File: config.mk
export PLATFORM = sky130hd
export DESIGN_NAME = ps2_key_decoder
export DESIGN_NICKNAME = d
export VERILOG_FILES = /design/src/rtl/ps2_pkg.sv /design/src/rtl/ps2_key_decoder_line_sync.sv /design/src/rtl/ps2_key_decoder.sv
export SDC_FILE = /design/constraint.sdc
export NUM_CORES = 1
export LEC_CHECK = 0
export CORE_UTILIZATION = 35
export DETAILED_ROUTE_END_ITERATION = 16
export SKIP_CTS_REPAIR_TIMING = 1
export SYNTH_ARGS = -nofsm -noshare
export SYNTH_HDL_FRONTEND = slang
export SYNTH_HIERARCHICAL = 1
export SYNTH_SLANG_ARGS = --single-unit
File: constraint.sdc
create_clock -name clk_sys -period 2.55 [get_ports clk_sys]
set_clock_uncertainty 0.2 [all_clocks]
set_input_delay 0.3825 -clock clk_sys [delete_from_list [all_inputs] [get_ports clk_sys]]
set_output_delay 0.3825 -clock clk_sys [all_outputs]
set_load 0.03 [all_outputs]
File: src/rtl/ps2_pkg.sv
// Shared types and constants for the PS/2 keyboard receiver.
//   ps2_state_e : bit-level deframer states
//   ps2_key_t   : {toggle, pressed, extended, code} key event payload
//   prefix/discard byte constants and the E1 (Pause) skip length
package ps2_pkg;

    localparam int unsigned CODE_W    = 8;
    localparam int unsigned KEY_W     = 11;
    localparam int unsigned BIT_IDX_W = 4;
    localparam int unsigned SKIP_W    = 3;

    typedef enum logic [1:0] {
        ST_IDLE   = 2'd0,
        ST_DATA   = 2'd1,
        ST_PARITY = 2'd2,
        ST_STOP   = 2'd3
    } ps2_state_e;

    typedef struct packed {
        logic              toggle;
        logic              pressed;
        logic              extended;
        logic [CODE_W-1:0] code;
    } ps2_key_t;

    localparam logic [CODE_W-1:0] PFX_EXT   = 8'hE0;
    localparam logic [CODE_W-1:0] PFX_BRK   = 8'hF0;
    localparam logic [CODE_W-1:0] PFX_PAUSE = 8'hE1;

    // Bytes after E1 that belong to the Pause sequence and must be swallowed
    localparam logic [SKIP_W-1:0] E1_SKIP = 3'd7;

    // Keyboard status/acknowledge bytes that never map to a key
    function automatic logic is_discard(input logic [CODE_W-1:0] b);
        logic hit;
        hit = 1'b0;
        case (b)
            8'h00, 8'hAA, 8'hEE, 8'hFA,
            8'hFC, 8'hFD, 8'hFE, 8'hFF: hit = 1'b1;
            default:                    hit = 1'b0;
        endcase
        return hit;
    endfunction

endpackage

File: src/rtl/ps2_key_decoder_line_sync.sv
// PS/2 line conditioning: double-flop synchronizers on both raw lines, a
// level filter on the clock line and a one-cycle strobe on each accepted
// 1->0 clock transition.
//   clk_sys   in  system clock
//   reset_n   in  async active-low reset
//   ps2_clk   in  raw PS/2 clock line
//   ps2_data  in  raw PS/2 data line
//   clk_fall  out 1-cycle strobe, filtered ps2_clk fell
//   data_sync out synchronized ps2_data, valid to sample with clk_fall
module ps2_key_decoder_line_sync #(
    parameter int unsigned FILTER_LEN = 4
) (
    input  logic clk_sys,
    input  logic reset_n,
    input  logic ps2_clk,
    input  logic ps2_data,
    output logic clk_fall,
    output logic data_sync
);

    localparam int unsigned CNT_W = (FILTER_LEN < 2) ? 1 : $clog2(FILTER_LEN);

    logic [1:0]       clk_meta_q;
    logic [1:0]       data_meta_q;
    logic             clk_filt_q;
    logic [CNT_W-1:0] cnt_q;
    logic             fall_q;

    // cnt_q counts consecutive synced samples that disagree with the filtered
    // level; the level flips on the FILTER_LEN-th such sample.
    always_ff @(posedge clk_sys or negedge reset_n) begin
        if (!reset_n) begin
            clk_meta_q  <= 2'b11;
            data_meta_q <= 2'b11;
            clk_filt_q  <= 1'b1;
            cnt_q       <= '0;
            fall_q      <= 1'b0;
        end else begin
            clk_meta_q  <= {clk_meta_q[0], ps2_clk};
            data_meta_q <= {data_meta_q[0], ps2_data};
            fall_q      <= 1'b0;
            if (clk_meta_q[1] == clk_filt_q) begin
                cnt_q <= '0;
            end else if (cnt_q == CNT_W'(FILTER_LEN - 1)) begin
                clk_filt_q <= clk_meta_q[1];
                cnt_q      <= '0;
                fall_q     <= clk_filt_q;
            end else begin
                cnt_q <= cnt_q + 1'b1;
            end
        end
    end

    assign clk_fall  = fall_q;
    assign data_sync = data_meta_q[1];

endmodule

File: src/rtl/ps2_key_decoder.sv
// Host-side PS/2 keyboard receiver. Deframes 11-bit device->host frames,
// folds E0/F0/E1 prefixes and publishes a toggle-style key event bus.
//   clk_sys    in   system clock
//   reset_n    in   async active-low reset
//   ps2_clk    in   raw PS/2 clock line (idle high)
//   ps2_data   in   raw PS/2 data line (idle high)
//   ps2_key    out  {toggle, pressed, extended, code[7:0]}
//   busy       out  frame in progress
//   parity_err out  1-cycle pulse, frame dropped for even parity
//   frame_err  out  1-cycle pulse, frame dropped for bad stop bit or timeout
module ps2_key_decoder
    import ps2_pkg::*;
#(
    parameter int unsigned FILTER_LEN     = 4,
    parameter int unsigned TIMEOUT_CYCLES = 120000
) (
    input  logic             clk_sys,
    input  logic             reset_n,
    input  logic             ps2_clk,
    input  logic             ps2_data,
    output logic [KEY_W-1:0] ps2_key,
    output logic             busy,
    output logic             parity_err,
    output logic             frame_err
);

    localparam int unsigned TO_W = $clog2(TIMEOUT_CYCLES + 1);

    logic clk_fall;
    logic data_sync;

    ps2_key_decoder_line_sync #(
        .FILTER_LEN (FILTER_LEN)
    ) u_line_sync (
        .clk_sys   (clk_sys),
        .reset_n   (reset_n),
        .ps2_clk   (ps2_clk),
        .ps2_data  (ps2_data),
        .clk_fall  (clk_fall),
        .data_sync (data_sync)
    );

    ps2_state_e          state_q, state_d;
    logic [BIT_IDX_W-1:0] bit_idx_q, bit_idx_d;
    logic [CODE_W-1:0]   shift_q, shift_d;
    logic                parity_q, parity_d;
    logic [TO_W-1:0]     to_cnt_q, to_cnt_d;
    logic                ext_q, ext_d;
    logic                brk_q, brk_d;
    logic [SKIP_W-1:0]   skip_q, skip_d;
    ps2_key_t            key_q, key_d;
    logic                busy_q, busy_d;
    logic                perr_q, perr_d;
    logic                ferr_q, ferr_d;
    logic                byte_valid_c;

    // State and output registers
    always_ff @(posedge clk_sys or negedge reset_n) begin
        if (!reset_n) begin
            state_q   <= ST_IDLE;
            bit_idx_q <= '0;
            shift_q   <= '0;
            parity_q  <= 1'b0;
            to_cnt_q  <= '0;
            ext_q     <= 1'b0;
            brk_q     <= 1'b0;
            skip_q    <= '0;
            key_q     <= '0;
            busy_q    <= 1'b0;
            perr_q    <= 1'b0;
            ferr_q    <= 1'b0;
        end else begin
            state_q   <= state_d;
            bit_idx_q <= bit_idx_d;
            shift_q   <= shift_d;
            parity_q  <= parity_d;
            to_cnt_q  <= to_cnt_d;
            ext_q     <= ext_d;
            brk_q     <= brk_d;
            skip_q    <= skip_d;
            key_q     <= key_d;
            busy_q    <= busy_d;
            perr_q    <= perr_d;
            ferr_q    <= ferr_d;
        end
    end

    // Bit deframer, timeout watchdog and byte/prefix layer
    always_comb begin
        state_d      = state_q;
        bit_idx_d    = bit_idx_q;
        shift_d      = shift_q;
        parity_d     = parity_q;
        to_cnt_d     = to_cnt_q;
        ext_d        = ext_q;
        brk_d        = brk_q;
        skip_d       = skip_q;
        key_d        = key_q;
        perr_d       = 1'b0;
        ferr_d       = 1'b0;
        byte_valid_c = 1'b0;

        // Watchdog restarts on every accepted clock fall, idles outside a frame
        if (state_q == ST_IDLE || clk_fall) begin
            to_cnt_d = '0;
        end else if (to_cnt_q != TO_W'(TIMEOUT_CYCLES)) begin
            to_cnt_d = to_cnt_q + 1'b1;
        end

        case (state_q)
            ST_IDLE: begin
                if (clk_fall && !data_sync) begin
                    state_d   = ST_DATA;
                    bit_idx_d = '0;
                end
            end
            ST_DATA: begin
                if (clk_fall) begin
                    shift_d = {data_sync, shift_q[CODE_W-1:1]};
                    if (bit_idx_q == BIT_IDX_W'(CODE_W - 1)) begin
                        state_d = ST_PARITY;
                    end else begin
                        bit_idx_d = bit_idx_q + 1'b1;
                    end
                end
            end
            ST_PARITY: begin
                if (clk_fall) begin
                    parity_d = data_sync;
                    state_d  = ST_STOP;
                end
            end
            ST_STOP: begin
                if (clk_fall) begin
                    state_d = ST_IDLE;
                    if (!data_sync) begin
                        ferr_d = 1'b1;
                        ext_d  = 1'b0;
                        brk_d  = 1'b0;
                    end else if (!(^{shift_q, parity_q})) begin
                        perr_d = 1'b1;
                        ext_d  = 1'b0;
                        brk_d  = 1'b0;
                    end else begin
                        byte_valid_c = 1'b1;
                    end
                end
            end
            default: state_d = ST_IDLE;
        endcase

        // Stalled frame: abandon the byte but keep any prefix already folded
        if (state_q != ST_IDLE && !clk_fall && to_cnt_d == TO_W'(TIMEOUT_CYCLES)) begin
            state_d  = ST_IDLE;
            ferr_d   = 1'b1;
            to_cnt_d = '0;
        end

        if (byte_valid_c) begin
            if (skip_q != '0) begin
                skip_d = skip_q - 1'b1;
            end else if (shift_q == PFX_PAUSE) begin
                skip_d = E1_SKIP;
            end else if (shift_q == PFX_EXT) begin
                ext_d = 1'b1;
            end else if (shift_q == PFX_BRK) begin
                brk_d = 1'b1;
            end else if (!is_discard(shift_q)) begin
                key_d.toggle   = ~key_q.toggle;
                key_d.pressed  = ~brk_q;
                key_d.extended = ext_q;
                key_d.code     = shift_q;
                ext_d          = 1'b0;
                brk_d          = 1'b0;
            end
        end

        busy_d = (state_d != ST_IDLE);
    end

    assign ps2_key    = key_q;
    assign busy       = busy_q;
    assign parity_err = perr_q;
    assign frame_err  = ferr_q;

endmodule

==> flow_metrics.tcl, run 1 <==
set metrics [dict create \
    ys_warn_count 6 \
    drv_cap 0 \
    io_buffers 17 \
    fmax_mhz 399 \
    ys_seq_area_share_pct 50.2 \
    num_rows 33 \
    grt_max_degree 60 \
    areaGrowthSynthToFinish_pct 25.6 \
    worstSetupEndpointType "flip-flop" \
    htreeDepth 3 \
    die_w_um 93.9 \
    diodes 0 \
    syn-instance-count 277 \
    power_density_nw_per_um2 644 \
    synth_edf_count 0 \
    synth_seq_cells 59 \
    fillers 755 \
    violations "hold timing" \
    ys.flop_type "dfrtp_1" \
    grt_pass1_wl_um 10000 \
    worst_ep_required_time_ns 2.57 \
    hp-class "in2async" \
    synthArstFlopShare_pct 100 \
    multi_input_area_um2 1450 \
    reg2reg_depth 9 \
    worst-r2r-setup-slack_ns 0.04 \
    clock_latency_ns 0.34 \
    vias 2154 \
    cts_tree "built" \
    hold_slack_ns -0.0170 \
    cp_cell_sequence "inv_2 > ha_4 > nor4bb_4 > nand4_1 > xnor2_2 > a211o_1 > nor4_4 > buf_6 > nor3_1" \
    hold_viol 11 \
    start_util_pct 36.1 \
    cts_root_buffer "clkbuf_8" \
    synth_area_um2 2950 \
    syn_avg_cell_area_um2 10.7 \
    cp.arrival_ns 2.52 \
    fp.coreArea_um2 8180 \
    wl_per_cell_um 13.5 \
    syn_nets 287 \
    drive_above_1_share_pct 24.5 \
    ys_types 54 \
    peakVddDrop_mv 0.282 \
    boundaryPins 18 \
    grt.overflow.total 0 \
    finalNonFillerCells 431 \
    clock-sinks 59 \
    drc_errors 0 \
    place_inst 413 \
    outcome "finished with violations" \
    period_share_pct 98.4 \
    viasPerCell 5.00 \
    grt.total_usage_pct 14.9 \
    firstDrtPassIters 4 \
    power.leakage_nw 1.64 \
    num-nets-final 331 \
    relSlewSlack_pct 50.3 \
    antenna_left 0 \
    criticalPathCategory "reg2reg" \
    min_period_ns 2.51 \
    hpwlAfterDp_um 4010 \
    final_util_pct 45.4 \
    path_clk_slew_ns 0.08 \
    slowest_delay_ns 0.45 \
    slowest_stage "dfrtp_2" \
    worstPathMaxFanout 8 \
    reg2reg_to "to_cnt_q[16]$_DFF_PN0_" \
    regArea_um2 1480 \
    rr_startpoint "to_cnt_q[1]$_DFF_PN0_" \
    antenna_found_initial 0 \
    clockBufferDepth 2 \
    tightest_slew_ns 0.746 \
    startpoint_type "flip-flop" \
    drt_wl_total_um 5810 \
    top_layer_used "met4" \
    setup_viol 0 \
    wl_met1_um 2960 \
    route.met3.wl_um 152 \
    grt_pass1_vias 2091 \
    finalMaxSlewViolations 0 \
    gp_congestion 0.868 \
    drt_iter0_markers 138 \
    die_height_um 93.9 \
    final_cell_mix "dfrtp_1, nor2_1, buf_4" \
    cts_buffers 9 \
    die-area_um2 8810 \
    layout_commonest_cell "dfrtp_1" \
    rsz0062_at_grt "yes" \
    dr_wl_met2_um 2570 \
]
[critical path: cells and delay by family (launching register included)]
| family | cells | cell delay (ns) |
|---|---|---|
| buffers and inverters | 2 | 0.28 |
| DFF | 1 | 0.45 |
| and+or+nand+nor | 4 | 0.81 |
| adders and majority gates | 1 | 0.12 |
| AOI/OAI and AO/OA | 1 | 0.31 |
| xor gates and xnor gates | 1 | 0.23 |
[power breakdown]
part           leakage, nW  switching (W)  internal (W)
clock network        0.119       0.000383      0.000647
logic                0.719       0.000173      0.000149
registers            0.801      0.0000450      0.000995
total                 1.64       0.000601       0.00179
[worst max-delay path by stage]
stage,from,endpoint,slack [ns],cells past startpoint
floorplan,to_cnt_q[0]$_DFF_PN0_,busy$_DFF_PN0_,-0.04,8
global placement,to_cnt_q[1]$_DFF_PN0_,to_cnt_q[16]$_DFF_PN0_,0.09,9
detailed placement,to_cnt_q[1]$_DFF_PN0_,to_cnt_q[16]$_DFF_PN0_,0.03,9
CTS,to_cnt_q[1]$_DFF_PN0_,to_cnt_q[16]$_DFF_PN0_,-0.007,9
global route,to_cnt_q[1]$_DFF_PN0_,to_cnt_q[16]$_DFF_PN0_,-0.09,9
finish,to_cnt_q[1]$_DFF_PN0_,to_cnt_q[16]$_DFF_PN0_,0.04,9
[cells by family after synthesis]
group | Yosys count | synth area share, %
multiplexers | 19 | 7.07
XOR/XNOR | 24 | 7.84
AND/OR/NAND/NOR | 123 | 23.6
buffers and inverters | 19 | 2.88
adder cells (fa/ha/maj) | 6 | 2.54
AO/OA/AOI/OAI | 27 | 5.93
flip-flops | 59 | 50.2
[sequential cells by signal, indices dropped and copies added, names as in the netlist]
signal and cells:
u_line_sync/cnt_q 2, skip_q 3, brk_q 1, state_q 2, ext_q 1, shift_q 8
u_line_sync/clk_meta_q 2, busy 1, frame_err 1, u_line_sync/clk_fall 1, parity_q 1, parity_err 1
ps2_key 11, u_line_sync/data_meta_q 2, u_line_sync/clk_filt_q 1, bit_idx_q 4, to_cnt_q 17
[metal layers]
metal	global-route usage, %	up-vias
li1	-	1067
met1	20.6	1054
met2	21.7	23
met3	3.24	10
met4	7.69	0
met5	0	-
[cell usage after synthesis (all sizes together) (5+ instances only)]
library cell,instances,area share [%]
a21oi,7,1.2
clkbuf,5,0.64
dfrtp,54,46
dfstp,5,4.4
ha,6,2.5
inv,10,1.3
mux2,15,5.7
nand2,17,2.4
nand3,16,2.7
nand4,11,2.3
nor2,31,3.9
nor3,11,2.2
o21ai,7,1.2
xnor2,11,3.5
xor2,12,3.6
[final cells by class]
cell class,count,share of cell area (%)
clock buffers,9,3.34
clock inverters,7,3.14
inverters,10,1.01
multi-input cells,199,39.0
flip-flops and latches,59,40.0
well taps,105,3.54
repair buffers,42,9.95
[through the flow]
stage          total power [W]  cell area, um^2  worst slack [ns]  hold WS [ns]  TNS [ns]
2_1_floorplan          0.00123             2950           -0.0352        -0.113   -0.0352
3_3_place_gp           0.00133             3390            0.0899         0.147         0
3_5_place_dp           0.00134             3390            0.0297         0.147         0
4_1_cts                0.00239             3630          -0.00679       0.00498  -0.00679
5_1_grt                0.00251             3710           -0.0944        0.0430    -0.762
6_report               0.00239             3710            0.0415       -0.0170         0
Power figures use the tool's default switching activity.
==> inputs of run 2 (changes only) <==
Settings changed: CORE_MARGIN from default to 1.5, SLEW_MARGIN from default to 30.
==> flow_metrics.tcl, run 2 (same netlist as run 1, synthesis figures left out) <==
set metrics [dict create \
    die_w_um 94.9 \
    worst_ep_required_time_ns 2.57 \
    hp-class "reg2reg" \
    vias 2172 \
    setup_viol 0 \
    criticalPathCategory "reg2reg" \
    grt.overflow.total 0 \
    boundaryPins 18 \
    fp.coreArea_um2 8180 \
    gp_congestion 0.842 \
    clock_latency_ns 0.34 \
    rsz0062_at_grt "yes" \
    power.leakage_nw 1.67 \
    die_height_um 94.9 \
    drc_errors 0 \
    largest_reg_flops 17 \
    cp_num_buf_inv 2 \
    reg2reg_to "to_cnt_q[16]$_DFF_PN0_" \
    hold_path_depth 0 \
    grt_pass1_vias 2155 \
    num_rows 33 \
    layout_commonest_cell "dfrtp_1" \
    diodes 0 \
    cp.arrival_ns 2.48 \
    grt.total_usage_pct 15.1 \
    firstDrtPassIters 4 \
    io_buffers 17 \
    regMostFlops "to_cnt_q" \
    grt_pass1_wl_um 10300 \
    wl_per_cell_um 13.6 \
    drt_wl_total_um 5970 \
    die-area_um2 9000 \
    min_from "u_line_sync/clk_meta_q[0]$_DFF_PN1_" \
    peakVddDrop_mv 0.280 \
    min_to "u_line_sync/clk_meta_q[1]$_DFF_PN1_" \
    outcome "complete, no violations" \
    cts_tree "built" \
    period_share_pct 96.4 \
    finalMaxSlewViolations 0 \
    fmax_mhz 407 \
    grt_max_degree 33 \
    min_period_ns 2.46 \
    drv_cap 0 \
    antenna_left 0 \
    worstSetupEndpointType "flip-flop" \
    tightest_slew_ns 0.414 \
    final_cell_mix "dfrtp_1, nor2_1, buf_4" \
    areaGrowthSynthToFinish_pct 26.7 \
    viasPerCell 4.94 \
    hold_viol 0 \
    clock-sinks 59 \
    drive_above_1_share_pct 25.4 \
    worstPathMaxFanout 8 \
    fin_setup_tns_ns 0 \
    reg2reg_depth 9 \
    relSlewSlack_pct 72.4 \
    totalPowerFinal_w 0.00230 \
    path_clk_slew_ns 0.07 \
    drt_iter0_markers 110 \
    power_density_nw_per_um2 614 \
    htreeDepth 3 \
    cp_cell_sequence "inv_2 > ha_1 > nor4bb_4 > nand4_1 > xnor2_1 > a211o_1 > nor4_4 > buf_6 > nor3_1" \
    antenna_found_initial 0 \
    slowest_stage "dfrtp_2" \
    cts_buffers 9 \
    cp_top_family "simple AND/OR/NAND/NOR gates" \
    hold_slack_ns 0.157 \
    clockBufferDepth 2 \
    startpoint_type "flip-flop" \
    num-nets-final 340 \
    start_util_pct 36.1 \
    cts_root_buffer "clkbuf_8" \
    rr_startpoint "to_cnt_q[0]$_DFF_PN0_" \
    worst-r2r-setup-slack_ns 0.09 \
    slowest_delay_ns 0.44 \
    hpwlAfterDp_um 4220 \
    fillers 777 \
]
## run 2: cell types whose count changed in the layout (fill, tap and decap cells not counted), moves of 2 or more
cell and change:
nor3_1 +2, buf_4 +8, mux2_2 -2, clkinv_4 +2, mux2_4 +2, nor3_2 -2
## run 2: worst max path at each step
stage                                      from                endpoint  slack, ns  depth (start not counted)
after global routing      to_cnt_q[0]$_DFF_PN0_  to_cnt_q[16]$_DFF_PN0_      -0.03                          9
final                     to_cnt_q[0]$_DFF_PN0_  to_cnt_q[16]$_DFF_PN0_       0.09                          9
after global placement    to_cnt_q[0]$_DFF_PN0_  to_cnt_q[16]$_DFF_PN0_       0.06                          9
after detailed placement  to_cnt_q[0]$_DFF_PN0_  to_cnt_q[16]$_DFF_PN0_      -0.01                          9
after floorplan           to_cnt_q[0]$_DFF_PN0_          busy$_DFF_PN0_      -0.04                          8
after CTS                 to_cnt_q[0]$_DFF_PN0_  to_cnt_q[16]$_DFF_PN0_      -0.03                          9
## run 2: cell type report
| class | count | area, um^2 | area share [%] |
|---|---|---|---|
| clock inverter | 7 | 100 | 2.67 |
| timing repair buffer | 51 | 439 | 11.7 |
| multi-input combinational | 199 | 1430 | 38.1 |
| sequential | 59 | 1490 | 39.7 |
| tap | 105 | 131 | 3.51 |
| clock buffer | 9 | 124 | 3.31 |
| inverter | 10 | 37.5 | 1.00 |
## run 2: metal layers
| layer | share of wire, % | track usage (%) |
|---|---|---|
| met1 | 50 | 20.1 |
| met2 | 45 | 22.6 |
| met3 | 2.8 | 3.95 |
| met4 | 2.0 | 7.46 |
| met5 | 0 | 0 |
## run 2: metrics by stage
step                setup WS [ns]  instances  util (%)  cell area [um^2]
floorplan                 -0.0352        277         -              2950
global placement           0.0615        416      41.7              3410
detailed placement        -0.0116        416      41.7              3410
CTS                       -0.0255        432      44.5              3630
global route              -0.0313        440      45.8              3740
finish                     0.0929        440      45.8              3740
## run 2: where the power goes
group,switching [W],internal [W]
sequential,0.0000435,0.000996
clock,0.000397,0.000556
combinational,0.000167,0.000141
total,0.000607,0.00169
==> inputs of run 3 (changes only) <==
Clock period 2.55 ns to 3.1 ns, I/O delays scaled along.
==> flow_metrics.tcl, run 3 (same netlist as run 1, synthesis figures left out) <==
set metrics [dict create \
    peakVddDrop_mv 0.289 \
    drc_errors 0 \
    min_from "u_line_sync/clk_meta_q[0]$_DFF_PN1_" \
    drive_above_1_share_pct 16.1 \
    grt.overflow.total 0 \
    worstPathMaxFanout 6 \
    relSlewSlack_pct 63.1 \
    regMostFlops "to_cnt_q" \
    fin_setup_tns_ns 0 \
    worst-r2r-setup-slack_ns 0.26 \
    die_height_um 94.9 \
    cts_root_buffer "clkbuf_8" \
    worstSetupEndpointType "flip-flop" \
    crit_path_start "to_cnt_q[1]$_DFF_PN0_" \
    switching_share_pct 26.2 \
    io_buffers 17 \
    drt_iter0_markers 107 \
    die_w_um 94.9 \
    min_period_ns 2.84 \
    start_util_pct 36.1 \
    totalPowerFinal_w 0.00168 \
    final_cell_mix "dfrtp_1, nor2_1, nand3_1, nand2_1, clkdlybuf4s50_1" \
    reg2reg_depth 9 \
    p_int_w 0.00124 \
    regArea_um2 1480 \
    p_switching_w 0.000440 \
    hold_viol 0 \
    diodes 0 \
    grt_pass1_vias 2029 \
    grt_max_degree 26 \
    hp-class "reg2reg" \
    fillers 807 \
    antenna_left 0 \
    endpoint "to_cnt_q[10]$_DFF_PN0_" \
    power.leakage_nw 1.51 \
    drv_cap 0 \
    power_density_nw_per_um2 487 \
    hold_slack_ns 0.156 \
    cts_buffers 9 \
    largest_reg_flops 17 \
    hpwlAfterDp_um 4070 \
    num_rows 33 \
    rr_startpoint "to_cnt_q[1]$_DFF_PN0_" \
    period_share_pct 91.5 \
    cp.arrival_ns 2.84 \
    firstDrtPassIters 4 \
    layout_commonest_cell "dfrtp_1" \
    multi_input_area_um2 1390 \
    clkPwrFrac_pct 36.4 \
    tightest_slew_ns 0.553 \
    boundaryPins 18 \
    clock-sinks 59 \
    worst_ep_required_time_ns 3.11 \
    clockBufferDepth 2 \
    finalMaxSlewViolations 0 \
    antenna_found_initial 0 \
    num-nets-final 315 \
    vias 2117 \
    die-area_um2 9000 \
    pwr-share-seq_pct 51.5 \
    gp_congestion 0.864 \
    drt_wl_total_um 5650 \
    fmax_mhz 352 \
    rsz0062_at_grt "no" \
    wl_per_cell_um 13.6 \
    path_clk_slew_ns 0.06 \
    startpoint_type "flip-flop" \
    cts_tree "built" \
    combPwrFrac_pct 12.1 \
    outcome "complete, no violations" \
    setup_viol 0 \
    grt.total_usage_pct 14.1 \
    htreeDepth 3 \
    grt_pass1_wl_um 9760 \
    criticalPathCategory "reg2reg" \
    fp.coreArea_um2 8180 \
    areaGrowthSynthToFinish_pct 16.6 \
    reg2reg_to "to_cnt_q[10]$_DFF_PN0_" \
    viasPerCell 5.10 \
    final_util_pct 42.1 \
    clock_latency_ns 0.33 \
]
==> run 3: cell types whose count changed in the layout (fill, tap and decap cells not counted), sizes merged <==
cell    change
clkinv      -2
inv         -1
buf        -25
bufinv      -2
clkbuf      +5
==> run 3: final cells by class <==
class,instances,share of cell area [%]
clock inverters,2,0.290
flip-flops and latches,59,43.0
well taps,105,3.81
clock buffers,14,4.72
inverters,10,1.09
multi-input cells,199,40.2
repair buffers,26,6.83
==> run 3: power groups by stage <==
stage               combinational, W  clock [W]  sequential, W
finish                      0.000204   0.000611       0.000864
global placement            0.000202          0       0.000875
CTS                         0.000205   0.000632       0.000863
floorplan                   0.000143          0       0.000867
global route                0.000234   0.000667       0.000871
detailed placement          0.000203          0       0.000877
==> run 3: per-stage QoR <==
stage | setup WS, ns | instance area [um^2] | instances
final | 0.263 | 3450 | 415
after global routing | 0.0745 | 3450 | 415
after detailed placement | 0.289 | 3260 | 398
after CTS | 0.268 | 3440 | 414
after global placement | 0.350 | 3260 | 398
after floorplan | 0.279 | 2950 | 277
==> run 3: layer usage <==
metal | routed length, um | track usage (%) | vias up
met5 | 0 | 0 | -
met4 | 96 | 7.09 | 0
met3 | 168 | 2.50 | 10
met2 | 2630 | 21.4 | 35
met1 | 2750 | 19.2 | 1040
li1 | - | - | 1032
==> run 3: worst min-delay path by stage <==
stage	to	slack (ns)	cells past startpoint
after global placement	u_line_sync/data_meta_q[1]$_DFF_PN1_	0.15	0
after floorplan	bit_idx_q[0]$_DFFE_PN0P_	-0.03	0
after detailed placement	u_line_sync/clk_meta_q[1]$_DFF_PN1_	0.15	0
after CTS	state_q[0]$_DFF_PN0_	-0.07	1
final	u_line_sync/clk_meta_q[1]$_DFF_PN1_	0.16	0
after global routing	u_line_sync/clk_meta_q[1]$_DFF_PN1_	0.16	0
==> run 3: worst max-delay path, stage by stage (launching register included) <==
cell,delay [ns]
dfrtp_1,0.43
inv_1,0.12
ha_1,0.15
nor4bb_1,0.29
nand4_1,0.19
mux2i_1,0.16
or4_4,0.54
nor4_4,0.39
buf_4,0.21
nor3_1,0.04
